`src/rtl/jkq_pkg.sv`:
```
// Shared types and default widths for the JK flip-flop q monitor.
//   state_t : observer FSM states
//   rpt_t   : report payload {level, len} at the default run-length width
package jkq_pkg;

  localparam int unsigned LEN_W_DEF     = 8;
  localparam int unsigned CNT_W_DEF     = 16;
  localparam int unsigned STUCK_LIM_DEF = 20;

  typedef enum logic [1:0] {
    INIT,
    RUN,
    STUCK
  } state_t;

  typedef struct packed {
    logic                 level;
    logic [LEN_W_DEF-1:0] len;
  } rpt_t;

endpackage

```
`src/rtl/jkq_sync.sv`:
```
// Two-flop synchronizer for the monitored q line.
//   clk_i  : clock, rising edge
//   rst_ni : asynchronous active-low reset, flops clear to 0
//   d_i    : asynchronous input
//   q_o    : synchronized output (two edges of delay)
module jkq_sync (
  input  logic clk_i,
  input  logic rst_ni,
  input  logic d_i,
  output logic q_o
);

  logic [1:0] sync_q;

  always_ff @(posedge clk_i or negedge rst_ni) begin
    if (!rst_ni) begin
      sync_q <= '0;
    end else begin
      sync_q <= {sync_q[0], d_i};
    end
  end

  assign q_o = sync_q[1];

endmodule

```
`src/rtl/jk_q_monitor.sv`:
```
// Observer of a JK flip-flop output. Samples q every clock, measures runs of
// constant level, counts rising/falling edges, flags a stuck q and hands each
// completed run to a consumer through a one-entry valid/ready report buffer.
// Build option: define JKQ_SYNC_EN to route q_in through a two-flop
// synchronizer ahead of the sample flop (report latency 4 edges instead of 2).
// Ports:
//   clk, rst_n            : clock (rising edge), async active-low reset
//   q_in                  : monitored q
//   clr                   : synchronous clear of counters, flags, pending report
//   rpt_valid / rpt_ready : report handshake
//   rpt_level / rpt_len   : level and saturating length of the completed run
//   rise_cnt / fall_cnt   : wrapping 0->1 / 1->0 transition counters
//   stuck                 : current run length >= STUCK_LIM
//   ovf                   : sticky, a report was dropped
module jk_q_monitor
  import jkq_pkg::*;
#(
  parameter int unsigned LEN_W     = LEN_W_DEF,
  parameter int unsigned CNT_W     = CNT_W_DEF,
  parameter int unsigned STUCK_LIM = STUCK_LIM_DEF
) (
  input  logic             clk,
  input  logic             rst_n,
  input  logic             q_in,
  input  logic             clr,
  output logic             rpt_valid,
  input  logic             rpt_ready,
  output logic             rpt_level,
  output logic [LEN_W-1:0] rpt_len,
  output logic [CNT_W-1:0] rise_cnt,
  output logic [CNT_W-1:0] fall_cnt,
  output logic             stuck,
  output logic             ovf
);

  // Same layout as jkq_pkg::rpt_t, sized by this instance's LEN_W.
  typedef struct packed {
    logic             level;
    logic [LEN_W-1:0] len;
  } rpt_w_t;

  localparam logic [LEN_W-1:0] LEN_MAX = '1;
  localparam logic [LEN_W-1:0] LEN_ONE = LEN_W'(1);
  localparam logic [LEN_W-1:0] LIM     = LEN_W'(STUCK_LIM);
  localparam logic [CNT_W-1:0] CNT_ONE = CNT_W'(1);

  // Edges after reset release until q_s_q holds a genuine sample of q_in.
`ifdef JKQ_SYNC_EN
  localparam logic [1:0] FILL_EDGES = 2'd3;
`else
  localparam logic [1:0] FILL_EDGES = 2'd1;
`endif

  logic q_src;

`ifdef JKQ_SYNC_EN
  jkq_sync u_sync (
    .clk_i  (clk),
    .rst_ni (rst_n),
    .d_i    (q_in),
    .q_o    (q_src)
  );
`else
  assign q_src = q_in;
`endif

  logic             q_s_q;
  logic [1:0]       fill_q;
  logic             filled;
  state_t           state_q,     state_d;
  logic             q_last_q,    q_last_d;
  logic [LEN_W-1:0] run_len_q,   run_len_d;
  logic             stuck_q,     stuck_d;
  logic [CNT_W-1:0] rise_q,      rise_d;
  logic [CNT_W-1:0] fall_q,      fall_d;
  logic             ovf_q,       ovf_d;
  logic             rpt_valid_q, rpt_valid_d;
  rpt_w_t           rpt_q,       rpt_d;
  logic             accept;

  assign filled = (fill_q == FILL_EDGES);
  assign accept = rpt_valid_q && rpt_ready;

  always_ff @(posedge clk or negedge rst_n) begin
    if (!rst_n) begin
      q_s_q  <= 1'b0;
      fill_q <= '0;
    end else begin
      q_s_q <= q_src;
      if (!filled) begin
        fill_q <= fill_q + 2'd1;
      end
    end
  end

  always_ff @(posedge clk or negedge rst_n) begin
    if (!rst_n) begin
      state_q     <= INIT;
      q_last_q    <= 1'b0;
      run_len_q   <= '0;
      stuck_q     <= 1'b0;
      rise_q      <= '0;
      fall_q      <= '0;
      ovf_q       <= 1'b0;
      rpt_valid_q <= 1'b0;
      rpt_q       <= '0;
    end else begin
      state_q     <= state_d;
      q_last_q    <= q_last_d;
      run_len_q   <= run_len_d;
      stuck_q     <= stuck_d;
      rise_q      <= rise_d;
      fall_q      <= fall_d;
      ovf_q       <= ovf_d;
      rpt_valid_q <= rpt_valid_d;
      rpt_q       <= rpt_d;
    end
  end

  always_comb begin
    state_d     = state_q;
    q_last_d    = q_last_q;
    run_len_d   = run_len_q;
    stuck_d     = stuck_q;
    rise_d      = rise_q;
    fall_d      = fall_q;
    ovf_d       = ovf_q;
    rpt_valid_d = rpt_valid_q;
    rpt_d       = rpt_q;

    if (accept) begin
      rpt_valid_d = 1'b0;
    end

    // clr overrides a coincident run end: nothing is reported or counted.
    if (clr) begin
      state_d     = INIT;
      run_len_d   = '0;
      stuck_d     = 1'b0;
      rise_d      = '0;
      fall_d      = '0;
      ovf_d       = 1'b0;
      rpt_valid_d = 1'b0;
    end else begin
      unique case (state_q)
        INIT: begin
          if (filled) begin
            q_last_d  = q_s_q;
            run_len_d = LEN_ONE;
            state_d   = RUN;
          end
        end
        RUN, STUCK: begin
          if (q_s_q == q_last_q) begin
            if (run_len_q != LEN_MAX) begin
              run_len_d = run_len_q + LEN_ONE;
            end
            if (run_len_d >= LIM) begin
              stuck_d = 1'b1;
              state_d = STUCK;
            end
          end else begin
            // Buffer takes the new report if empty or being drained this cycle;
            // otherwise the old payload is kept and the loss is flagged.
            if (!rpt_valid_q || accept) begin
              rpt_d.level = q_last_q;
              rpt_d.len   = run_len_q;
              rpt_valid_d = 1'b1;
            end else begin
              ovf_d = 1'b1;
            end
            if (q_s_q) begin
              rise_d = rise_q + CNT_ONE;
            end else begin
              fall_d = fall_q + CNT_ONE;
            end
            q_last_d  = q_s_q;
            run_len_d = LEN_ONE;
            stuck_d   = 1'b0;
            state_d   = RUN;
          end
        end
        default: state_d = INIT;
      endcase
    end
  end

  assign rpt_valid = rpt_valid_q;
  assign rpt_level = rpt_q.level;
  assign rpt_len   = rpt_q.len;
  assign rise_cnt  = rise_q;
  assign fall_cnt  = fall_q;
  assign stuck     = stuck_q;
  assign ovf       = ovf_q;

endmodule

```
`config.mk`:
```
export PLATFORM = sky130hd
export DESIGN_NAME = jk_q_monitor
export DESIGN_NICKNAME = d
export VERILOG_FILES = /design/src/rtl/jkq_pkg.sv /design/src/rtl/jkq_sync.sv /design/src/rtl/jk_q_monitor.sv
export SDC_FILE = /design/constraint.sdc
export NUM_CORES = 1
export LEC_CHECK = 0
export ABC_AREA = 1
export CAP_MARGIN = 20
export CORE_ASPECT_RATIO = 1.5
export CORE_MARGIN = 2
export CORE_UTILIZATION = 54
export CTS_CLUSTER_SIZE = 25
export DETAILED_ROUTE_END_ITERATION = 16
export GPL_TIMING_DRIVEN = 0
export PLACE_DENSITY = 0.8
export SLEW_MARGIN = 20
export SYNTH_ARGS = -nofsm -noshare
export SYNTH_HDL_FRONTEND = slang
export SYNTH_SLANG_ARGS = --single-unit
```
`constraint.sdc`:
```
create_clock -name clk -period 2 [get_ports clk]
set_input_delay 0.4 -clock clk [delete_from_list [all_inputs] [get_ports clk]]
set_output_delay 0.4 -clock clk [all_outputs]
set_load 0.01 [all_outputs]
```
==> results.json <==
{
  "status": "completed",
  "final_area_um2": 3820,
  "vias": 2765,
  "clock-sinks": 58,
  "routed_wl_um": 6700,
  "reg2regPathDepth": 9,
  "p_comb_share_pct": 13.3,
  "synthAdderAreaFrac_pct": 2.45,
  "synth_top_family_by_area": "simple AND/OR/NAND/NOR gates",
  "cp_max_fo": 7,
  "synth_edf_count": 0,
  "mostFrequentLayoutCell": "nand2_1",
  "antenna_found_initial": 0,
  "critPathRequiredTime_ns": 2.20,
  "fin_crit_ns": 1.82,
  "power_frac_seq_pct": 50.0,
  "crit_path_cell_trace": "inv_1 > ha_1 > inv_2 > nor2_4 > inv_2 > nor2_4 > nand3_2 > nor3_1 > nor3b_2",
  "cts_tree": "done",
  "num_rows": 33,
  "switchingPower_mw": 0.692,
  "slew_viol_final": 0,
  "synth_compound_area_share_pct": 13.0,
  "firstDrtPassIters": 4,
  "p_clk_share_pct": 36.8,
  "syn_area_per_cell_um2": 8.08,
  "numCtsBuffers": 9,
  "portBuffers": 48,
  "fp.dieW_um": 65.5,
  "core-area_um2": 5490,
  "powerDensity_nw_per_um2": 661,
  "synthFlopType": "dfrtp_1",
  "seqCellArea_um2": 1450,
  "n_fill_cell": 442,
  "grt_pass1_vias": 2615,
  "synth.cell_area_um2": 3060,
  "dpl_cell_area_um2": 3630,
  "max_slew.worst_pin.slew_ns": 0.717,
  "nets": 452,
  "leakagePower_nw": 1.68,
  "hold_class": "input port to asynchronous set/reset pin",
  "dieArea_um2": 6300,
  "multi_input_area_um2": 1410,
  "htreeDepth": 3,
  "fmaxAchievable_mhz": 551,
  "post-route-util_pct": 69.5,
  "cp.arrival_ns": 2.02,
  "antenna_cells": 0,
  "worst_slack_ns": 0.184,
  "dpl.hpwl_um": 4860,
  "final_cells": 516,
  "clk_latency_ns": 0.34,
  "cp-start-kind": "flop",
  "timing.hold.ws_ns": 0.103,
  "finalPower_mw": 2.52,
  "synthArstFlopShare_pct": 100,
  "synth.ff_latch_count": 58,
  "setup.worst_path.end_class": "flop",
  "root_buffer": "clkbuf_8",
  "cap_violations": 0,
  "grt_max_degree": 59,
  "initial_core_util_pct": 55.8,
  "rsz0062_at_grt": "false",
  "finalCritPeriodShare_pct": 90.8,
  "slew_headroom_pct": 52.2,
  "ir_drop_mv": 0.408,
  "setup-violations-final": 0,
  "placed_cells": 497,
  "fin_worst_skew_ns": 0.00738,
  "netlist_instances": 379,
  "synthSimpleGateAreaFrac_pct": 29.5,
  "gp_congestion": 0.887,
  "yosys-mux-area-fraction_pct": 0,
  "ys.warnings.count": 0,
  "wl_per_cell_um": 13.0,
  "drive_gt1_share_pct": 13.0,
  "dp_slack_ns": -0.0707,
  "slowest_delay_ns": 0.38,
  "fin_tns_setup_ns": 0,
  "area_growth_syn_to_layout_pct": 24.6,
  "grt_use_total_pct": 23.8,
  "switching_share_pct": 27.4,
  "internal_power_mw": 1.83,
  "ios": 49,
  "hold_violations": 0,
  "drcViolationCount": 0,
  "ant_nets": 0,
  "drt-initial-drc-count": 170,
  "grt_pass1_wl_um": 11300,
  "grt-ovfl-total": 0,
  "synth-seq-area-share_pct": 47.4,
  "synth_cell_types": 36,
  "most-common-layout-cells": "nand2_1 (90), dfrtp_1 (58), clkdlybuf4s50_1 (47)",
  "cts.path.max_buffers": 2,
  "clkTransAtPathRegs_ns": 0.06,
  "worst_path_max_delay_cell": "dfrtp_1",
  "synth_nets": 390,
  "die_height_um": 96.2,
  "worstSetupPathType": "flop to flop",
  "synth_xor_area_share_pct": 0.858,
  "routed_via_density": 5.36
}
==> timing repair <==
action                                  4_1_cts  5_1_grt
endpoints found under the setup margin        0        3
hold endpoints to repair                      0        0
setup buffers                                 0        3
resized for setup                             0        1
hold buffers                                  0        0
==> routing by layer <==
layer / vias to the layer above / share of wire (%) / global-route usage [%]
met2: 63 / 54 / 42.0
met1: 1319 / 40 / 26.1
met3: 14 / 3.6 / 5.26
li1: 1369 / - / -
met5: - / 0 / 0
met4: 0 / 2.7 / 13.5
==> layout make-up <==
cell class	count	area share, %
Clock inverter	3	0.393
Sequential cell	58	38.0
Clock buffer	13	3.90
Timing Repair Buffer	51	13.1
Inverter	49	4.82
Buffer	5	0.590
Tap cell	70	2.29
Multi-Input combinational cell	267	36.9
==> cell usage after synthesis (all sizes together) (2+ instances only) <==
cell	number	area share (%)
nor3b	3	1.2
xor2	2	0.57
nor2	43	7.0
inv	49	6.0
nand2	99	13
dfrtp	58	47
nand4	6	1.2
o21a	5	1.2
a21oi	17	2.8
ha	6	2.5
o22ai	3	0.61
buf	2	0.33
clkbuf	3	0.41
nor3	8	1.5
o21ai	36	6.0
nand3	29	5.6
==> worst max-delay path: cells and delay by family, from the launching register on <==
family | cells | cell delay (ns)
AND/OR/NAND/NOR | 5 | 0.74
buffers and inverters | 3 | 0.23
flip-flops | 1 | 0.38
adder cells (fa/ha/maj) | 1 | 0.32
==> state kept, by name (all words and copies together) (netlist names) <==
register	cells
q_s_q	1
fill_q	2
ovf	1
q_last_q	1
rpt_valid	1
stuck	1
rpt_len	8
state_q	2
rpt_level	1
run_len_q	8
rise_cnt	16
fall_cnt	16
==> power groups by stage <==
stage          Sequential (mW)  Combinational [mW]  Clock [mW]
5_1_grt                   1.27               0.385        1.00
6_report                  1.26               0.335       0.927
3_5_place_dp              1.28               0.328           0
2_1_floorplan             1.29               0.171           0
3_3_place_gp              1.28               0.323           0
4_1_cts                   1.26               0.331       0.941
==> final timing paths <==
check / from / to / slack [ns]
hold / removal: rst_n / rise_cnt[8]$_DFFE_PN0P_ / 0.10
setup reg to reg: state_q[0]$_DFFE_PN0P_ / rise_cnt[13]$_DFFE_PN0P_ / 0.18
min in group clk: fill_q[0]$_DFFE_PN0N_ / fill_q[0]$_DFFE_PN0N_ / 0.48
hold reg to reg: fill_q[0]$_DFFE_PN0N_ / fill_q[0]$_DFFE_PN0N_ / 0.48
max in group asynchronous: rst_n / rpt_valid$_DFF_PN0_ / 1.41
setup / recovery: state_q[0]$_DFFE_PN0P_ / rise_cnt[13]$_DFFE_PN0P_ / 0.18
==> cell families (layout without fill, tap and decap cells) <==
logic type | after synthesis | after routing
compound gates | 69 | 69
xor+xnor | 3 | 3
fa+ha+maj | 6 | 6
buf+inv | 54 | 121
flops | 58 | 58
simple gates | 189 | 189
Note: power is estimated with default switching activity, not from simulation.
